`src/rtl/load_store_unit_if.sv`:
```
// Bus bundle between a CPU-side requester, the load/store unit and data memory.
// The unit uses the slave modport; the requester/memory side (e.g. a testbench) uses master.
interface load_store_unit_if;
    logic        start;
    logic        mem_write_enable;
    logic [1:0]  bit_half_word_select;
    logic        is_unsigned;
    logic [31:0] addr;
    logic [31:0] wdata;
    logic        dmem_req;
    logic        dmem_we;
    logic [31:0] dmem_addr;
    logic [31:0] dmem_wdata;
    logic [3:0]  dmem_be;
    logic        dmem_ready;
    logic [31:0] dmem_rdata;
    logic        busy;
    logic        done;
    logic        fault;
    logic [31:0] rdata;

    modport slave (
        input  start, mem_write_enable, bit_half_word_select, is_unsigned, addr, wdata,
               dmem_ready, dmem_rdata,
        output dmem_req, dmem_we, dmem_addr, dmem_wdata, dmem_be, busy, done, fault, rdata
    );

    modport master (
        output start, mem_write_enable, bit_half_word_select, is_unsigned, addr, wdata,
               dmem_ready, dmem_rdata,
        input  dmem_req, dmem_we, dmem_addr, dmem_wdata, dmem_be, busy, done, fault, rdata
    );
endinterface

```
`src/rtl/load_store_unit.sv`:
```
// Byte/half/word load-store unit with alignment checking and lane steering.
// Define LSU_TIMEOUT_EN to bound the data-memory wait to TIMEOUT_CYCLES REQ cycles.
module load_store_unit #(
    parameter int TIMEOUT_CYCLES = 16
) (
    input logic               clk,
    input logic               rst,
    load_store_unit_if.slave  bus
);
    localparam logic [1:0] ST_IDLE = 2'd0;
    localparam logic [1:0] ST_REQ  = 2'd1;
    localparam logic [1:0] ST_RESP = 2'd2;

    logic [1:0]  state_reg, state_next;
    logic        we_reg, us_reg, fault_reg;
    logic [1:0]  sel_reg;
    logic [31:0] addr_reg, wdata_reg, rdata_reg;
    logic [3:0]  be_reg;

    logic        start_ok;
    logic [3:0]  start_be;
    logic [31:0] start_wdata;
    logic [31:0] lane_word;
    logic [31:0] load_value;

    if (TIMEOUT_CYCLES < 1) begin : g_timeout_cycles_must_be_positive
        logic bad_parameter;
    end

`ifdef LSU_TIMEOUT_EN
    localparam int CNT_W = $clog2(TIMEOUT_CYCLES + 1);
    logic [CNT_W-1:0] wait_cnt_reg;
    logic             wait_expired;
    assign wait_expired = (wait_cnt_reg == CNT_W'(TIMEOUT_CYCLES - 1));
`endif

    // Decode of the op presented with start; captured only when the op is accepted.
    always_comb begin
        start_ok    = 1'b0;
        start_be    = 4'b0000;
        start_wdata = 32'd0;
        case (bus.bit_half_word_select)
            2'b00: begin
                start_ok    = 1'b1;
                start_be    = 4'b0001 << bus.addr[1:0];
                start_wdata = {4{bus.wdata[7:0]}};
            end
            2'b01: begin
                start_ok    = ~bus.addr[0];
                start_be    = bus.addr[1] ? 4'b1100 : 4'b0011;
                start_wdata = {2{bus.wdata[15:0]}};
            end
            2'b10: begin
                start_ok    = (bus.addr[1:0] == 2'b00);
                start_be    = 4'b1111;
                start_wdata = bus.wdata;
            end
            default: begin
                start_ok    = 1'b0;
                start_be    = 4'b0000;
                start_wdata = 32'd0;
            end
        endcase
    end

    // Shift the addressed lane down to bit 0, then extend by size.
    assign lane_word = bus.dmem_rdata >> {addr_reg[1:0], 3'b000};

    always_comb begin
        load_value = lane_word;
        case (sel_reg)
            2'b00:   load_value = {{24{~us_reg & lane_word[7]}}, lane_word[7:0]};
            2'b01:   load_value = {{16{~us_reg & lane_word[15]}}, lane_word[15:0]};
            default: load_value = lane_word;
        endcase
    end

    always_comb begin
        state_next = state_reg;
        case (state_reg)
            ST_IDLE: if (bus.start) state_next = start_ok ? ST_REQ : ST_RESP;
            ST_REQ: begin
                if (bus.dmem_ready) state_next = ST_RESP;
`ifdef LSU_TIMEOUT_EN
                else if (wait_expired) state_next = ST_RESP;
`endif
            end
            ST_RESP: state_next = ST_IDLE;
            default: state_next = ST_IDLE;
        endcase
    end

    always_ff @(posedge clk or posedge rst) begin
        if (rst) begin
            state_reg <= ST_IDLE;
            we_reg    <= 1'b0;
            us_reg    <= 1'b0;
            fault_reg <= 1'b0;
            sel_reg   <= 2'b00;
            addr_reg  <= 32'd0;
            wdata_reg <= 32'd0;
            rdata_reg <= 32'd0;
            be_reg    <= 4'b0000;
`ifdef LSU_TIMEOUT_EN
            wait_cnt_reg <= '0;
`endif
        end else begin
            state_reg <= state_next;
            case (state_reg)
                ST_IDLE: begin
                    if (bus.start) begin
                        we_reg    <= bus.mem_write_enable;
                        us_reg    <= bus.is_unsigned;
                        sel_reg   <= bus.bit_half_word_select;
                        addr_reg  <= bus.addr;
                        wdata_reg <= start_wdata;
                        be_reg    <= start_be;
                        fault_reg <= ~start_ok;
`ifdef LSU_TIMEOUT_EN
                        wait_cnt_reg <= '0;
`endif
                    end
                end
                ST_REQ: begin
                    if (bus.dmem_ready) begin
                        if (!we_reg) rdata_reg <= load_value;
                    end
`ifdef LSU_TIMEOUT_EN
                    else if (wait_expired) fault_reg <= 1'b1;
                    else wait_cnt_reg <= wait_cnt_reg + 1'b1;
`endif
                end
                default: ;
            endcase
        end
    end

    // Outputs decode straight from reset-cleared state so reset takes effect without a clock.
    assign bus.busy       = (state_reg != ST_IDLE);
    assign bus.done       = (state_reg == ST_RESP);
    assign bus.fault      = fault_reg;
    assign bus.rdata      = rdata_reg;
    assign bus.dmem_req   = (state_reg == ST_REQ);
    assign bus.dmem_we    = bus.dmem_req & we_reg;
    assign bus.dmem_addr  = {addr_reg[31:2], 2'b00};
    assign bus.dmem_wdata = wdata_reg;
    // Byte enables qualify write lanes only; reads always return the full word.
    assign bus.dmem_be    = (bus.dmem_req & we_reg) ? be_reg : 4'b0000;
endmodule
```
`src/flat_wrapper.sv`:
```
// flat-port wrapper written by rule: the top's interface ports become plain ports
module load_store_unit_flat 
#(
    parameter int TIMEOUT_CYCLES = 16
)
  (clk, rst, bus_start, bus_mem_write_enable, bus_bit_half_word_select, bus_is_unsigned, bus_addr, bus_wdata, bus_dmem_ready, bus_dmem_rdata, bus_dmem_req, bus_dmem_we, bus_dmem_addr, bus_dmem_wdata, bus_dmem_be, bus_busy, bus_done, bus_fault, bus_rdata);
  load_store_unit_if bus_i ();
  input logic clk;
  input logic rst;
  input wire logic [$bits(bus_i.start)-1:0] bus_start;
  input wire logic [$bits(bus_i.mem_write_enable)-1:0] bus_mem_write_enable;
  input wire logic [$bits(bus_i.bit_half_word_select)-1:0] bus_bit_half_word_select;
  input wire logic [$bits(bus_i.is_unsigned)-1:0] bus_is_unsigned;
  input wire logic [$bits(bus_i.addr)-1:0] bus_addr;
  input wire logic [$bits(bus_i.wdata)-1:0] bus_wdata;
  input wire logic [$bits(bus_i.dmem_ready)-1:0] bus_dmem_ready;
  input wire logic [$bits(bus_i.dmem_rdata)-1:0] bus_dmem_rdata;
  output wire logic [$bits(bus_i.dmem_req)-1:0] bus_dmem_req;
  output wire logic [$bits(bus_i.dmem_we)-1:0] bus_dmem_we;
  output wire logic [$bits(bus_i.dmem_addr)-1:0] bus_dmem_addr;
  output wire logic [$bits(bus_i.dmem_wdata)-1:0] bus_dmem_wdata;
  output wire logic [$bits(bus_i.dmem_be)-1:0] bus_dmem_be;
  output wire logic [$bits(bus_i.busy)-1:0] bus_busy;
  output wire logic [$bits(bus_i.done)-1:0] bus_done;
  output wire logic [$bits(bus_i.fault)-1:0] bus_fault;
  output wire logic [$bits(bus_i.rdata)-1:0] bus_rdata;
  assign bus_i.start = bus_start;
  assign bus_i.mem_write_enable = bus_mem_write_enable;
  assign bus_i.bit_half_word_select = bus_bit_half_word_select;
  assign bus_i.is_unsigned = bus_is_unsigned;
  assign bus_i.addr = bus_addr;
  assign bus_i.wdata = bus_wdata;
  assign bus_i.dmem_ready = bus_dmem_ready;
  assign bus_i.dmem_rdata = bus_dmem_rdata;
  assign bus_dmem_req = bus_i.dmem_req;
  assign bus_dmem_we = bus_i.dmem_we;
  assign bus_dmem_addr = bus_i.dmem_addr;
  assign bus_dmem_wdata = bus_i.dmem_wdata;
  assign bus_dmem_be = bus_i.dmem_be;
  assign bus_busy = bus_i.busy;
  assign bus_done = bus_i.done;
  assign bus_fault = bus_i.fault;
  assign bus_rdata = bus_i.rdata;
  load_store_unit #(.TIMEOUT_CYCLES(TIMEOUT_CYCLES)) u_core (.clk(clk), .rst(rst), .bus(bus_i));
endmodule
```
`config.mk`:
```
export PLATFORM = sky130hd
export DESIGN_NAME = load_store_unit_flat
export DESIGN_NICKNAME = d
export VERILOG_FILES = /design/src/rtl/load_store_unit_if.sv /design/src/rtl/load_store_unit.sv /design/src/flat_wrapper.sv
export SDC_FILE = /design/constraint.sdc
export NUM_CORES = 1
export LEC_CHECK = 0
export ABC_AREA = 1
export CAP_MARGIN = 15
export CORE_ASPECT_RATIO = 1.1
export CORE_MARGIN = 10
export CORE_UTILIZATION = 40
export DETAILED_ROUTE_END_ITERATION = 7
export PLACE_DENSITY = 0.71
export SLEW_MARGIN = 20
export SYNTH_ARGS = -nofsm -noshare
export SYNTH_HDL_FRONTEND = slang
export SYNTH_SLANG_ARGS = --single-unit
export TNS_END_PERCENT = 50
```
`constraint.sdc`:
```
create_clock -name clk -period 4.7 [get_ports clk]
set_clock_uncertainty 0.05 [all_clocks]
set_input_delay 0.47 -clock clk [delete_from_list [all_inputs] [get_ports clk]]
set_output_delay 0.47 -clock clk [all_outputs]
set_load 0.005 [all_outputs]
```
==> results of run 1 <==
[how the worst max path moves through the flow]
| stage | end | slack (ns) | cells after the start |
|---|---|---|---|
| 6_report | bus_dmem_be[2] | 2.33 | 5 |
| 5_1_grt | bus_dmem_be[2] | 2.16 | 5 |
| 4_1_cts | bus_dmem_be[2] | 2.28 | 5 |
| 3_5_place_dp | u_core.bus.fault | 2.18 | 6 |
| 3_3_place_gp | u_core.bus.fault | 2.18 | 6 |
| 2_1_floorplan | u_core.addr_reg[0] | 1.36 | 1 |
[cell usage after synthesis (4+ instances only)]
| cell | n | area share |
|---|---|---|
| inv_2 | 4 | 0.0026 |
| nor2_1 | 42 | 0.028 |
| o21ai_0 | 13 | 0.011 |
| dfrtp_1 | 107 | 0.47 |
| or2_2 | 13 | 0.014 |
| buf_6 | 13 | 0.026 |
| a21oi_1 | 26 | 0.023 |
| o211ai_1 | 7 | 0.0093 |
| buf_2 | 20 | 0.018 |
| inv_1 | 39 | 0.026 |
| or2_1 | 10 | 0.011 |
| a31oi_1 | 7 | 0.0077 |
| buf_4 | 37 | 0.049 |
| nand2_1 | 291 | 0.19 |
| nand3_1 | 71 | 0.063 |
[kinds of logic (layout without fill, tap and decap cells)]
family	after synthesis	after routing	synth area share
buf+inv	116	271	0.126
compound gates	57	57	0.0576
simple gates	445	445	0.344
flops	107	107	0.472
other cells	1	3	0.000661
[metal layers]
layer	GRT usage	vias to the layer above	share of wire
met5	0	-	0
met4	0.0499	0	0.012
met3	0.0966	19	0.12
met2	0.291	188	0.46
met1	0.210	2369	0.41
li1	-	2537	-
[critical path, delay by kind of cell (launching register included)]
kind                   cells  cell delay (ns)
DFF                        1             0.36
and+or+nand+nor            3             0.48
buffers and inverters      2             0.65
[cell type report]
cell class / count / area, um^2
Timing Repair Buffer: 210 / 2090
Sequential cell: 107 / 2680
Clock inverter: 7 / 90.1
Inverter: 45 / 176
Multi-Input combinational cell: 504 / 2290
Tap cell: 188 / 235
Antenna cell: 1 / 2.50
Clock buffer: 9 / 225
Fill cell: 1349 / 6060
[per-stage QoR]
stage,util,hold WS (ns),instance area (um^2),instances,worst slack [ns]
final,0.562,0.422,7790,1071,2.33
after global routing,0.562,0.453,7780,1070,2.16
after CTS,0.562,0.434,7780,1070,2.28
after detailed placement,0.539,0.414,7470,1054,2.18
after global placement,0.539,0.409,7470,1054,2.18
after floorplan,-,0.400,5670,727,1.36
[power by group]
group	switching (mW)	internal (mW)	total, mW
combinational	0.839	0.979	1.82
sequential	0.237	1.29	1.52
clock	0.388	0.430	0.818
[layout by cell type, fill, tap and decap left out, types with 3 or more instances in the layout]
| cell type | netlist | routed |
|---|---|---|
| a21oi_1 | 26 | 26 |
| a31oi_1 | 7 | 7 |
| buf_4 | 37 | 4 |
| clkbuf_16 | 0 | 9 |
| clkdlybuf4s50_1 | 0 | 206 |
| dfrtp_1 | 107 | 107 |
| inv_1 | 39 | 37 |
| inv_2 | 4 | 5 |
| inv_4 | 2 | 3 |
| inv_8 | 0 | 3 |
| nand2_1 | 291 | 291 |
| nand2_2 | 3 | 3 |
| nand3_1 | 71 | 70 |
| nand3_2 | 3 | 4 |
| nor2_1 | 42 | 42 |
| nor2_4 | 3 | 3 |
| o211ai_1 | 7 | 7 |
| o21ai_0 | 13 | 13 |
| or2_1 | 10 | 10 |
| or2_2 | 13 | 13 |
==> impl_metrics.py, run 1 <==
metrics = {
    "worst_setup_path": {
        "timing.critical_path.slowest_stage_cell": "clkdlybuf4s50_1",
        "ff2ff_path_depth": 6,
        "timing.critical_path.from": "u_core.state_reg[0]",
        "timing_worst_setup_path_type": "reg -> out",
        "cp_data_arrival_time_ns": 1.85,
        "critical_path.reg2reg.endpoint": "u_core.bus.rdata[14]",
        "worst-endpoint-required_ns": 4.18,
        "critPathMaxFanout": 5,
        "crit_path_start_kind": "flip-flop",
        "critPathCaptureType": "output port",
        "max_stage_delay_ns": 0.58,
        "r2r-start": "u_core.addr_reg[1]",
        "ff2ff_setup_slack_ns": 2.45,
        "path_cells": "inv_2 -> nor2_4 -> nand2_1 -> nor2_1 -> clkdlybuf4s50_1",
    },
    "floorplan": {
        "effective_utilization_at_floorplan": 0.409,
        "top_level_ports": 209,
        "floorplan.die.width_um": 134,
        "row_count": 45,
        "die_area_um2": 19300,
        "die_height_um": 145,
        "design.core.area_um2": 13900,
    },
    "global_routing": {
        "antenna_found_initial": 1,
        "grt_first_pass_wirelength_mm": 28.1,
        "grt_max_degree": 65,
        "first_global_vias": 5283,
        "grt_util_all_layers": 0.183,
        "grt_remaining_overflow": 0,
    },
    "sta": {
        "slew_headroom": 0.459,
        "maxSlewViolCount": 0,
        "fin_tns_setup_ns": 0,
        "grt_setup_unrepaired": "false",
        "fin_crit_sh": 0.505,
        "worst_slew_pin_tran_ns": 0.811,
        "fmax_mhz": 421,
        "layout_min_cycle_time_ns": 2.37,
        "final-hold-violation-count": 0,
        "setup_viol_count_final": 0,
    },
    "yosys": {
        "synth-seq-area-share": 0.472,
        "synth_enable_flop_cells": 0,
        "synth-seq-cells": 107,
        "synthesis.yosys.warnings": 0,
        "synth_flop_type": "dfrtp_1",
        "synth-async-reset-ratio": 1.00,
        "post_synth_inst_count": 726,
        "synth.cell_area_um2": 5670,
        "yosysUniqueCellTypes": 31,
        "synthesis.area_per_instance_um2": 7.81,
    },
    "clock_tree": {
        "tritoncts.num_buffers": 9,
        "htree_num_levels": 3,
        "post-cts-setup-buffers": 0,
        "post_cts_repair_resize_count": 0,
        "cts_num_sinks": 107,
        "tritoncts_clock_tree": "done",
        "clock_insertion_delay_worst_skew_ns": 0.35,
        "cts_root_buf": "clkbuf_16",
        "cts-root-to-sink-buffers": 2,
        "clkSlewWorstSetupHoldPaths_ns": 0.08,
        "cts_hold_buffers": 0,
    },
    "route": {
        "route.detailed.wl_per_inst_um": 16.5,
        "detail_route.drc_violations": 0,
        "drtAntennaViolNets": 0,
        "drtIter0Drc": 349,
        "firstDrtPassIters": 5,
        "viasPerCell": 4.77,
        "wirelength_mm": 17.6,
        "num_vias": 5113,
    },
    "run": {
        "max_cap_violation_count": 0,
    },
    "placed_design": {
        "finalWeightedCongestion": 0.862,
        "hpwlAfterDp_mm": 12.9,
        "io_buffers": 206,
    },
    "power": {
        "irDropWorstVdd_v": 0.000277,
        "overall_power_consumption_mw": 4.16,
        "lkg_pwr_nw": 3.75,
        "cellPowerDensity_nw_per_um2": 534,
    },
    "cells_and_area": {
        "area_growth_pct": 37.3,
        "share_of_cells_above_drive_strength_1": 0.0669,
        "finalNetCount": 981,
    },
    "status": {
        "outcome": "completed",
    },
    "worst_hold_path": {
        "hold_path.class": "in -> async",
    },
}
Note: power is estimated with default switching activity, not from simulation.
==> run 2: changes to the inputs <==
PLACE_DENSITY = 0.74   (was 0.71)
clock period = 2.1 ns   (was 4.7 ns; I/O delays follow)
==> run 2 against run 1 <==
Global-route usage grew 0.078 points. Sequential cell count is the same. Register-to-register slack lost 2.0 ns. Largest power group unchanged.
==> impl_metrics.py, run 2 (synthesis gave the netlist of run 1 again) <==
metrics = {
    "status": {
        "outcome": "completed",
    },
    "clock_tree": {
        "cts_hold_buffers": 0,
        "post-cts-setup-buffers": 0,
        "tritoncts.num_buffers": 9,
        "cts_num_sinks": 107,
        "clock_insertion_delay_worst_skew_ns": 0.35,
        "tritoncts_clock_tree": "done",
        "cts_root_buf": "clkbuf_16",
        "htree_num_levels": 3,
        "cts-root-to-sink-buffers": 2,
        "clkSlewWorstSetupHoldPaths_ns": 0.08,
    },
    "floorplan": {
        "top_level_ports": 209,
        "design.core.area_um2": 13900,
        "row_count": 45,
        "effective_utilization_at_floorplan": 0.409,
        "die_area_um2": 19300,
        "floorplan.die.width_um": 134,
        "die_height_um": 145,
    },
    "sta": {
        "timing.hold.ws_ns": 0.175,
        "layout_min_cycle_time_ns": 1.98,
        "fin_tns_setup_ns": 0,
        "grt_setup_unrepaired": "false",
        "setup_viol_count_final": 0,
        "fmax_mhz": 504,
        "maxSlewViolCount": 0,
        "fin_crit_sh": 0.945,
        "final-hold-violation-count": 0,
    },
    "placed_design": {
        "hpwlAfterDp_mm": 13.5,
        "io_buffers": 206,
        "dpl_cell_area_um2": 7600,
        "placed_cells": 1063,
        "finalWeightedCongestion": 0.898,
    },
    "cells_and_area": {
        "layout.cells.non_filler": 1078,
        "finalNetCount": 990,
        "final_cell_mix": "nand2_1 (290), clkdlybuf4s50_1 (203), dfrtp_1 (107), nand3_1 (70), nor2_1 (42)",
        "layout_commonest_cell": "nand2_1",
        "share_of_cells_above_drive_strength_1": 0.0764,
        "antenna-diode-count": 0,
        "area_growth_pct": 39.1,
        "post-route-cell-area_um2": 7890,
    },
    "route": {
        "route.detailed.wl_per_inst_um": 16.6,
        "wirelength_mm": 17.9,
        "drtIter0Drc": 349,
        "num_vias": 5176,
        "detail_route.drc_violations": 0,
        "viasPerCell": 4.80,
        "drtAntennaViolNets": 0,
        "firstDrtPassIters": 4,
    },
    "worst_setup_path": {
        "timing_worst_setup_path_type": "reg -> out",
        "critPathMaxFanout": 5,
        "cp_data_arrival_time_ns": 1.72,
        "crit_path_start_kind": "flip-flop",
        "critical_path.reg2reg.endpoint": "u_core.bus.rdata[30]",
        "r2r-start": "u_core.addr_reg[0]",
        "worst-endpoint-required_ns": 1.84,
        "critPathCaptureType": "output port",
        "ff2ff_setup_slack_ns": 0.44,
        "endpoint": "bus_dmem_be[3]",
        "ff2ff_path_depth": 7,
        "timing.critical_path.from": "u_core.state_reg[1]",
    },
    "global_routing": {
        "grt_first_pass_wirelength_mm": 28.1,
        "antenna_found_initial": 2,
        "first_global_vias": 5236,
        "grt_remaining_overflow": 0,
        "grt_max_degree": 65,
        "grt_util_all_layers": 0.183,
    },
    "run": {
        "max_cap_violation_count": 0,
    },
    "power": {
        "lkg_pwr_nw": 3.84,
        "irDropWorstVdd_v": 0.000625,
        "overall_power_consumption_mw": 9.24,
        "cellPowerDensity_nw_per_um2": 1170,
    },
    "worst_hold_path": {
        "hold_path.class": "in -> async",
    },
}
==> run 2: worst min path at each step <==
stage | to | from | slack, ns
final | u_core.bus.dmem_wdata[30] | rst | 0.17
after detailed placement | u_core.addr_reg[5] | u_core.addr_reg[5] | 0.41
after floorplan | u_core.addr_reg[10] | bus_addr[10] | 0.27
after global routing | u_core.bus.dmem_wdata[30] | rst | 0.21
after CTS | u_core.bus.dmem_wdata[28] | rst | 0.18
after global placement | u_core.addr_reg[26] | u_core.addr_reg[26] | 0.41
==> run 2: layer usage <==
layer | vias up | GRT usage | share of wire
met5 | - | 0 | 0.0015
met4 | 4 | 0.0642 | 0.015
met3 | 21 | 0.0824 | 0.11
met2 | 189 | 0.300 | 0.47
met1 | 2410 | 0.209 | 0.41
li1 | 2552 | - | -
==> run 2: worst max-delay path, cell delays in order (launching register included) <==
cell             delay [ns]
dfrtp_1                0.41
nor2_4                 0.19
nand2_2                0.12
nor2_1                 0.10
clkdlybuf4s50_1        0.55
==> run 2: repair_timing <==
action,4_1_cts,5_1_grt
resized for setup,1,3
endpoints found under the setup margin,3,3
cloned,0,0
endpoints found under the hold margin,0,0
==> run 2: final cells by class <==
cell class / instances / area (um^2)
tap: 188 / 235
timing repair buffer: 219 / 2230
inverter: 45 / 178
fill: 1318 / 5970
sequential: 107 / 2680
clock inverter: 6 / 48.8
clock buffer: 9 / 225
multi-input combinational: 504 / 2290
==> run 2: through the flow <==
step | util | worst slack [ns]
final | 0.569 | 0.116
after global routing | 0.569 | 0.00345
after CTS | 0.569 | 0.0456
after detailed placement | 0.549 | 0.294
after global placement | 0.549 | 0.333
after floorplan | - | 0.552
==> run 2: power breakdown <==
group	switching, mW	internal (mW)	total (mW)	leakage (nW)
clock	0.809	0.811	1.62	0.130
combinational	1.99	2.26	4.25	2.42
sequential	0.484	2.88	3.37	1.29
total	3.28	5.96	9.24	3.84
==> run 3: changes to the inputs <==
ABC_CLOCK_PERIOD_IN_PS = 2100   (was not set)
HOLD_SLACK_MARGIN = 0.03   (was not set)
==> results of run 3 <==
No change in the layout: final DEF, timing and power equal those of run 2.
